### config.mk
export PLATFORM = sky130hd
export DESIGN_NAME = pipelined_adder_tree
export DESIGN_NICKNAME = d
export VERILOG_FILES = /design/src/rtl/pipelined_adder_tree.sv
export SDC_FILE = /design/constraint.sdc
export NUM_CORES = 1
export LEC_CHECK = 0
export CELL_PAD_IN_SITES_DETAIL_PLACEMENT = 0
export CELL_PAD_IN_SITES_GLOBAL_PLACEMENT = 1
export CORE_ASPECT_RATIO = 0.6
export CORE_MARGIN = 4
export CORE_UTILIZATION = 47
export DETAILED_ROUTE_END_ITERATION = 8
export PLACE_DENSITY = 0.83
export SYNTH_ARGS = -nofsm -noshare
export SYNTH_HDL_FRONTEND = slang
export SYNTH_SLANG_ARGS = --single-unit
### constraint.sdc
create_clock -name clk -period 11.55 [get_ports clk]
set_input_delay 2.8875 -clock clk [delete_from_list [all_inputs] [get_ports clk]]
set_output_delay 2.8875 -clock clk [all_outputs]
set_load 0.02 [all_outputs]
### src/rtl/pipelined_adder_tree.sv
// pipelined_adder_tree
//   Sums N = 2**LEVELS unsigned WIDTH-bit operands through a binary adder tree.
//   The tree result is either passed out directly (tree mode) or added into a
//   wrapping accumulator with a sticky overflow flag (accumulate mode).
//   PIPE=1 registers every tree level; PIPE=0 registers only the tree root.
//   Latency is 1 + (PIPE ? LEVELS : 1) + 1 cycles; one sample per cycle.
//
// Ports
//   clk        rising-edge clock
//   reset      asynchronous active-high reset, clears all state
//   in_valid   in_data / acc_mode / acc_clear are valid this cycle
//   in_data    N operands, operand k at [k*WIDTH +: WIDTH]
//   acc_mode   0 = tree sum, 1 = accumulate
//   acc_clear  in accumulate mode, restart the accumulator at this sample
//   out_valid  one-cycle pulse per result
//   out_sum    result, held between pulses
//   acc_ovf    sticky accumulator wrap flag
module pipelined_adder_tree #(
  parameter int WIDTH    = 11,
  parameter int LEVELS   = 3,
  parameter int PIPE     = 1,
  parameter int ACC_BITS = 4,
  localparam int N       = 2**LEVELS,
  localparam int SUM_W   = WIDTH + LEVELS,
  localparam int OUT_W   = SUM_W + ACC_BITS
) (
  input  logic               clk,
  input  logic               reset,
  input  logic               in_valid,
  input  logic [N*WIDTH-1:0] in_data,
  input  logic               acc_mode,
  input  logic               acc_clear,
  output logic               out_valid,
  output logic [OUT_W-1:0]   out_sum,
  output logic               acc_ovf
);

  // Full-tree reduction used when the tree is not pipelined. Node values at
  // level j never exceed WIDTH+j bits, so the SUM_W-wide adds are exact.
  function automatic logic [SUM_W-1:0] tree_sum(input logic [N*WIDTH-1:0] ops);
    logic [SUM_W-1:0] node [N];
    for (int k = 0; k < N; k++) node[k] = SUM_W'(ops[k*WIDTH +: WIDTH]);
    for (int j = 1; j <= LEVELS; j++)
      for (int k = 0; k < (N >> j); k++) node[k] = node[2*k] + node[2*k+1];
    return node[0];
  endfunction

  // Accumulator add; the extra MSB is the carry out of OUT_W bits.
  function automatic logic [OUT_W:0] acc_add(input logic [OUT_W-1:0] acc_val,
                                             input logic [SUM_W-1:0] addend);
    return {1'b0, acc_val} + (OUT_W+1)'(addend);
  endfunction

  // ---- stage p0: input capture ----
  logic [N*WIDTH-1:0] data_p0;
  logic               vld_p0, mode_p0, clr_p0;

  always_ff @(posedge clk or posedge reset) begin
    if (reset) begin
      vld_p0  <= 1'b0;
      data_p0 <= '0;
      mode_p0 <= 1'b0;
      clr_p0  <= 1'b0;
    end else begin
      vld_p0 <= in_valid;
      if (in_valid) begin
        data_p0 <= in_data;
        mode_p0 <= acc_mode;
        clr_p0  <= acc_clear;
      end
    end
  end

  // ---- stage p1: adder tree ----
  logic [SUM_W-1:0] root_p1;
  logic             rvld_p1, rmode_p1, rclr_p1;

  if (PIPE != 0) begin : g_pipe
    // Level j keeps N>>j live nodes; higher indices stay at zero. Stored
    // SUM_W wide, upper bits of lower levels are constant zero.
    logic [SUM_W-1:0] lvl_p1  [1:LEVELS][N];
    logic             vld_p1  [1:LEVELS];
    logic             mode_p1 [1:LEVELS];
    logic             clr_p1  [1:LEVELS];

    always_ff @(posedge clk or posedge reset) begin
      if (reset) begin
        for (int j = 1; j <= LEVELS; j++) begin
          vld_p1[j]  <= 1'b0;
          mode_p1[j] <= 1'b0;
          clr_p1[j]  <= 1'b0;
          for (int k = 0; k < N; k++) lvl_p1[j][k] <= '0;
        end
      end else begin
        vld_p1[1] <= vld_p0;
        if (vld_p0) begin
          mode_p1[1] <= mode_p0;
          clr_p1[1]  <= clr_p0;
          for (int k = 0; k < N/2; k++)
            lvl_p1[1][k] <= SUM_W'(data_p0[2*k*WIDTH +: WIDTH])
                          + SUM_W'(data_p0[(2*k+1)*WIDTH +: WIDTH]);
        end
        for (int j = 2; j <= LEVELS; j++) begin
          vld_p1[j] <= vld_p1[j-1];
          if (vld_p1[j-1]) begin
            mode_p1[j] <= mode_p1[j-1];
            clr_p1[j]  <= clr_p1[j-1];
            for (int k = 0; k < (N >> j); k++)
              lvl_p1[j][k] <= lvl_p1[j-1][2*k] + lvl_p1[j-1][2*k+1];
          end
        end
      end
    end

    assign root_p1  = lvl_p1[LEVELS][0];
    assign rvld_p1  = vld_p1[LEVELS];
    assign rmode_p1 = mode_p1[LEVELS];
    assign rclr_p1  = clr_p1[LEVELS];
  end else begin : g_flat
    always_ff @(posedge clk or posedge reset) begin
      if (reset) begin
        rvld_p1  <= 1'b0;
        root_p1  <= '0;
        rmode_p1 <= 1'b0;
        rclr_p1  <= 1'b0;
      end else begin
        rvld_p1 <= vld_p0;
        if (vld_p0) begin
          root_p1  <= tree_sum(data_p0);
          rmode_p1 <= mode_p0;
          rclr_p1  <= clr_p0;
        end
      end
    end
  end

  // ---- stage p2: output / accumulator ----
  logic [OUT_W-1:0] acc_p2, sum_p2;
  logic             vld_p2, ovf_p2;
  logic [OUT_W:0]   acc_next;

  assign acc_next = acc_add(acc_p2, root_p1);

  always_ff @(posedge clk or posedge reset) begin
    if (reset) begin
      vld_p2 <= 1'b0;
      acc_p2 <= '0;
      sum_p2 <= '0;
      ovf_p2 <= 1'b0;
    end else begin
      vld_p2 <= rvld_p1;
      if (rvld_p1) begin
        if (!rmode_p1) begin
          // tree mode: clear flag is meaningless here, accumulator untouched
          sum_p2 <= OUT_W'(root_p1);
        end else if (rclr_p1) begin
          acc_p2 <= OUT_W'(root_p1);
          sum_p2 <= OUT_W'(root_p1);
          ovf_p2 <= 1'b0;
        end else begin
          acc_p2 <= acc_next[OUT_W-1:0];
          sum_p2 <= acc_next[OUT_W-1:0];
          if (acc_next[OUT_W]) ovf_p2 <= 1'b1;
        end
      end
    end
  end

  assign out_valid = vld_p2;
  assign out_sum   = sum_p2;
  assign acc_ovf   = ovf_p2;

endmodule

==> results by group, run 1 <==
Status
  • Status: finished, final reports clean

Cells and area
  • Area Growth Syn to Fin: 18.1%
  • Final nets: 1,444
  • Most common cell after layout, fill and taps aside: dfrtp_1
  • Fillers: 2,228
  • Most frequent cells in the layout: 225 x dfrtp_1, 142 x mux2_2, 111 x clkdlybuf4s50_1, 95 x ha_1, 76 x nor2_1
  • Fraction of layout cells with a size suffix above 1: 16.4%
  • Fin area: 14,800 um^2
  • Antenna Cells: 0

Power
  • Combinational power share: 46.8%
  • Worst vdd ir: 0.144 mV
  • Flop pwr share: 32.1%
  • Sw frac: 37.6%
  • Internal power: 2.31 mW
  • Clock power share: 21.1%
  • Cell Pwr Density: 251 nW/um^2
  • Leakage: 6.57 nW
  • Net Switching: 1.39 mW

Synthesis
  • Synth Area in XOR/XNOR: 4.61%
  • EDFF count, synth: 0
  • Synth unique cells: 67
  • Register bit total from synthesis: 226
  • Avg Cell Area, Syn: 11.0 um^2
  • Syn Nets: 1,336
  • Synth Area in Adders: 10.8%
  • Mux share of post-synthesis cell area: 14.1%
  • Synth Area in Compound Gates: 14.5%
  • Synthesized area: 12,500 um^2
  • Post-Synthesis Cells: 1,140
  • Register area share after synthesis: 45.1%
  • Synth Area in Simple Gates: 8.29%
  • Primary FF master, synth: dfrtp_1
  • Ys async rst share: 100%
  • Synth Warn #: 0
  • Largest family of logic cells by synthesized area: compound AO/OA/AOI/OAI gates

Placed design
  • PortBufs: 112
  • GP Congestion: 0.831
  • Placed Area: 14,000 um^2
  • Detailed Place HPWL: 19,100 um

Route
  • Vias: 8,771
  • DRT Wirelength: 26,300 um
  • DRT iter0 DRCs: 462
  • Antenna Nets Post-Route: 0
  • DRC Markers: 0
  • Vias per cell: 5.42
  • Drt wl/cell: 16.3 um
  • Router iterations before antenna repair: 5

Global routing
  • Largest net degree at the start of global routing: 96
  • First-pass GRT wire length: 44,600 um
  • GRT overflow: 0
  • Initial antenna violation count: 0
  • Total track usage: 18.2%
  • Vias in the first global route: 8,737

Setup path
  • CP required: 8660 ps
  • R2R depth: 8
  • CP max stage delay: 610 ps
  • Slowest cell on crit path: clkdlybuf4s50_1
  • Cell Chain, Critical Path: clkdlybuf4s50_1
  • Critical R2R Launch: root_p1[0]
  • Worst setup EP type: output port
  • Setup CP Type: flip-flop to output port
  • Arr. time, crit path: 1500 ps
  • Setup slack, reg-to-reg: 8820 ps
  • Top delay family on crit path: buffers and inverters
  • CP max FO: 2
  • Worst Setup SP: out_sum[10]
  • Crit path launch type: flip-flop
  • Bufs and invs on worst path: 1
  • RR Endpoint: out_sum[14]

Clock tree
  • Total CTS buffers: 24
  • Post-CTS Setup Bufs: 0
  • Clock transition at path regs: 60 ps
  • Worst-Skew Late Latency: 530 ps
  • Longest Clk Path Bufs: 3
  • Num Clock Sinks: 226
  • Root buffer cell: clkbuf_16
  • CTS tree: built
  • H-Tree Depth: 1
  • Hold buffers post-CTS: 0
  • CTS resizes: 0

Worst hold path
  • Hold endpoint: acc_p2[10]
  • Hold depth: 2
  • Worst Hold Class: flip-flop to flip-flop
  • Hold_sp: acc_p2[10]

STA
  • Final hold violation count: 0
  • Fin crit period: 4390 ps
  • Setup TNS Final: 0 ps
  • Clock Skew: 13.9 ps
  • Fmax: 228 MHz
  • RSZ-0062 raised after global routing: false
  • Final setup fails: 0
  • Slew Viols, Final: 0
  • Worst slew pin tran: 971 ps
  • Rel. slew slack: 35.3%
  • Final period util: 38.0%

Floorplan
  • Die ar.: 29,400 um^2
  • Rows: 45
  • Die Span Y: 134 um
  • Die width: 219 um
  • Initial Utilization: 48.7%
  • CORE AREA: 25,700 um^2
  • IO Pins: 113

Job
  • Max-Cap Viols: 0
## power by group through the flow
| stage | sequential, mW | clock [mW] | combinational, mW |
|---|---|---|---|
| floorplan | 1.17 | 0 | 1.32 |
| global placement | 1.20 | 0 | 1.70 |
| detailed placement | 1.21 | 0 | 1.72 |
| CTS | 1.19 | 0.803 | 1.74 |
| global route | 1.22 | 0.835 | 1.95 |
| finish | 1.19 | 0.782 | 1.73 |
## cell type report
class | count | area [um^2] | area share (%)
multi-input cells | 833 | 6560 | 44.3
flip-flops and latches | 226 | 5660 | 38.2
repair buffers | 119 | 1170 | 7.92
clock buffers | 34 | 689 | 4.66
well taps | 352 | 440 | 2.98
inverters | 44 | 173 | 1.17
clock inverters | 9 | 104 | 0.702
## registers in the layout (all words and copies together) (netlist names), 2 cells and up
register,count
data_p0,88
g_pipe.lvl_p1,74
acc_p2,18
out_sum,18
root_p1,14
g_pipe.clr_p1,2
g_pipe.mode_p1,2
g_pipe.vld_p1,2
## how the worst max path moves through the flow
stage	endpoint	slack, ps	depth (start not counted)
after floorplan	acc_ovf	2470	1
after detailed placement	data_p0[26]	6580	3
after global routing	g_pipe.lvl_p1[310]	6920	3
after global placement	data_p0[36]	6600	3
after CTS	out_sum[0]	7130	1
final	out_sum[10]	7160	1
## synth_stat cells (3+ instances only)
library cell,count,area [um^2]
a211o_1,5,43.8
a211oi_1,21,158
a211oi_2,3,37.5
a21boi_0,7,52.6
a21o_1,26,195
a21oi_1,70,350
a22o_1,7,61.3
a31oi_1,11,68.8
a41oi_1,5,43.8
and3_1,7,43.8
buf_1,4,15.0
clkbuf_1,30,113
dfrtp_1,226,5660
fa_1,8,160
ha_1,95,1190
inv_1,44,165
mux2_2,142,1600
mux2i_1,17,170
nand2_1,70,263
nand2b_1,4,25.0
nand3_1,15,75.1
nor2_1,76,285
nor2b_1,10,62.6
nor3_1,15,75.1
nor4_1,3,18.8
o211a_1,4,40.0
o211ai_1,3,22.5
o21a_1,13,97.6
o21ai_0,61,305
o21ai_1,7,35.0
o21bai_1,6,45.0
o221ai_1,3,26.3
o22ai_1,4,25.0
o31ai_1,6,45.0
or3_1,8,50.1
xnor2_1,44,385
xor2_1,22,193
## tightest hold or removal path, cell delays in order, from the launching register on
cell	delay, ps
dfrtp_1	340
nand2_1	50
nand2_1	60
## stage by stage
| stage | instances | util [%] | hold WS (ps) | power (mW) | setup slack [ps] |
|---|---|---|---|---|---|
| finish | 1617 | 57.5 | 485 | 3.71 | 7160 |
| CTS | 1617 | 57.5 | 486 | 3.74 | 7130 |
| global placement | 1574 | 54.4 | 469 | 2.90 | 6600 |
| global route | 1617 | 57.5 | 513 | 4.00 | 6920 |
| floorplan | 1140 | - | 352 | 2.49 | 2470 |
| detailed placement | 1574 | 54.4 | 473 | 2.93 | 6580 |
## kinds of logic after synthesis
family	count (synthesis)
flip-flops	226
buffers and inverters	81
multiplexers	159
XOR/XNOR	66
AO/OA/AOI/OAI	278
AND/OR/NAND/NOR	227
adder cells (fa/ha/maj)	103
## routing by layer
layer	vias up	part of all wire, %	track usage [%]
met5	-	0	0
met4	0	1.4	3.12
met3	32	4.1	3.15
met2	139	41	26.7
met1	4230	53	28.5
li1	4370	-	-
Note: power is estimated with default switching activity, not from simulation.
==> run 2: changes to the inputs <==
- CORE_UTILIZATION: 47 -> 42
- PLACE_DENSITY: 0.83 -> 0.79
- clock period: 11.55 -> 3.6 ns (I/O delays scaled with it)
==> run 2 against run 1 <==
Net effect:
- cell area increased by 1.0%
- setup slack got worse by 6200 ps
- via count increased by 1.7%
- first-iteration DRC count increased by 19%
==> results by group, run 2 (synthesis gave the netlist of run 1 again) <==
Status
  • Status: finished, final reports clean (unchanged)

STA
  • Final period util: 73.0%
  • Fin crit period: 2630 ps
  • Worst slew pin tran: 918 ps (was 971 ps)
  • Worst Hold Slack: 487 ps (was 485 ps)
  • Final setup fails: 0 (unchanged)
  • Fmax: 381 MHz
  • Clock Skew: 10.7 ps (was 13.9 ps)
  • Setup TNS Final: 0 ps (unchanged)
  • Slew Viols, Final: 0 (unchanged)
  • Worst Setup Slack, final: 972 ps (was 7160 ps)
  • Final hold violation count: 0 (unchanged)
  • RSZ-0062 raised after global routing: false (unchanged)
  • Rel. slew slack: 38.8% (was 35.3%)

Route
  • DRC Markers: 0 (unchanged)
  • WL met1: 14,400 um (was 14,000 um)
  • Met2 wire length: 11,600 um (was 10,900 um)
  • DRT Wirelength: 27,600 um (was 26,300 um)
  • Antenna Nets Post-Route: 0 (unchanged)
  • Router iterations before antenna repair: 4 (was 5)
  • DRT iter0 DRCs: 550 (was 462)
  • Vias per cell: 5.34 (was 5.42)
  • Met3 wire length: 1210 um (was 1070 um)
  • Vias: 8,921 (was 8,771)
  • Highest Signal Layer: met4 (unchanged)
  • Drt wl/cell: 16.5 um (was 16.3 um)

Setup path
  • Worst setup EP type: flip-flop (was output port)
  • CP required: 4020 ps (was 8660 ps)
  • R2R depth: 8 (unchanged)
  • Setup CP Type: flip-flop to flip-flop (was flip-flop to output port)
  • Arr. time, crit path: 3050 ps (was 1500 ps)
  • RR Endpoint: out_sum[12] (was out_sum[14])
  • Crit path launch type: flip-flop (unchanged)
  • Critical R2R Launch: root_p1[0] (unchanged)
  • CP max FO: 4 (was 2)
  • Setup slack, reg-to-reg: 970 ps (was 8820 ps)

Global routing
  • First-pass GRT wire length: 46,200 um (was 44,600 um)
  • Total track usage: 17.0% (was 18.2%)
  • Vias in the first global route: 8,996 (was 8,737)
  • GRT overflow: 0 (unchanged)
  • Initial antenna violation count: 0 (unchanged)
  • Largest net degree at the start of global routing: 102 (was 96)

Cells and area
  • Regs by FF count: data_p0: 88 flops, g_pipe.lvl_p1: 74 flops (unchanged)
  • Max reg flops: 88 (unchanged)
  • Fraction of layout cells with a size suffix above 1: 16.7% (was 16.4%)
  • Fin area: 14,900 um^2 (was 14,800 um^2)
  • Area Growth Syn to Fin: 19.2% (was 18.1%)
  • Register area: 5660 um^2 (unchanged)
  • Multi-input logic area: 6560 um^2 (unchanged)
  • Top reg by flops: data_p0 (unchanged)
  • Fillers: 2,638 (was 2,228)
  • Most common cell after layout, fill and taps aside: dfrtp_1 (unchanged)
  • Final nets: 1,448 (was 1,444)
  • Most frequent cells in the layout: 225 x dfrtp_1, 142 x mux2_2, 111 x clkdlybuf4s50_1, 95 x ha_1, 76 x nor2_1 (unchanged)
  • Antenna Cells: 0 (unchanged)
  • Final Core Density: 51.4% (was 57.5%)

Placed design
  • Post-Place Worst Slack: 977 ps (was 6580 ps)
  • PortBufs: 112 (unchanged)
  • Detailed Place HPWL: 20,200 um (was 19,100 um)
  • GP Congestion: 0.900 (was 0.831)
  • Placed Area: 14,100 um^2 (was 14,000 um^2)

Clock tree
  • Hold buffers post-CTS: 0 (unchanged)
  • Root buffer cell: clkbuf_16 (unchanged)
  • Clock transition at path regs: 60 ps (about the same)
  • Post-CTS Setup Bufs: 0 (unchanged)
  • Worst-Skew Late Latency: 530 ps (about the same)
  • H-Tree Depth: 1 (unchanged)
  • CTS tree: built (unchanged)
  • Longest Clk Path Bufs: 3 (unchanged)
  • Total CTS buffers: 24 (unchanged)
  • Num Clock Sinks: 226 (unchanged)
  • CTS resizes: 0 (unchanged)

Floorplan
  • Die width: 231 um (was 219 um)
  • Initial Utilization: 43.1% (was 48.7%)
  • Die ar.: 32,700 um^2 (was 29,400 um^2)
  • Die Span Y: 142 um (was 134 um)
  • IO Pins: 113 (unchanged)
  • CORE AREA: 29,100 um^2 (was 25,700 um^2)
  • Rows: 48 (was 45)

Power
  • Leakage: 6.61 nW (was 6.57 nW)
  • Cell Pwr Density: 801 nW/um^2 (was 251 nW/um^2)
  • Worst vdd ir: 0.366 mV (was 0.144 mV)

Worst hold path
  • Hold endpoint: rclr_p1 (was acc_p2[10])
  • Hold_sp: g_pipe.clr_p1[1] (was acc_p2[10])
  • Hold depth: 2 (unchanged)
  • Worst Hold Class: flip-flop to flip-flop (unchanged)

Job
  • Max-Cap Viols: 0 (unchanged)
run 2: worst max path at each step:
stage / slack, ps / depth (start not counted) / endpoint / start
floorplan: -250 / 1 / acc_ovf / reset
global placement: 1050 / 8 / out_sum[12] / root_p1[0]
detailed placement: 980 / 8 / out_sum[12] / root_p1[0]
CTS: 970 / 8 / out_sum[12] / root_p1[0]
global route: 810 / 8 / out_sum[12] / root_p1[0]
finish: 970 / 8 / out_sum[12] / root_p1[0]
run 2: area by class of cell:
| type | instances | share of cell area [%] |
|---|---|---|
| Tap cell | 400 | 3.35 |
| Clock buffer | 40 | 5.17 |
| Timing Repair Buffer | 123 | 8.29 |
| Sequential cell | 226 | 37.9 |
| Multi-Input combinational cell | 833 | 43.9 |
| Clock inverter | 4 | 0.302 |
| Inverter | 44 | 1.13 |
run 2: critical path, cell delays in order, from the launching register on:
cell and delay (ps):
dfrtp_1 400, ha_1 250, fa_1 430, a211oi_1 280
o21ai_1 210, o211ai_2 330, mux2i_1 250, nor3_1 90
a211o_1 270
run 2: per-stage QoR:
stage / instances / power [mW]
after detailed placement: 1626 / 9.44
after global routing: 1670 / 13.0
after global placement: 1626 / 9.33
after CTS: 1670 / 12.1
after floorplan: 1140 / 8.00
final: 1670 / 12.0
run 2: layer usage:
layer	vias to the layer above	track usage, %
met5	-	0
met4	0	3.10
met3	30	3.37
met2	149	25.3
met1	4386	26.0
li1	4356	-
run 2: report_power, final:
part	internal [mW]	total [mW]	switching (mW)	leakage [nW]
Combinational	2.68	5.59	2.91	3.53
Sequential	3.28	3.81	0.536	2.67
Clock	1.53	2.56	1.04	0.406
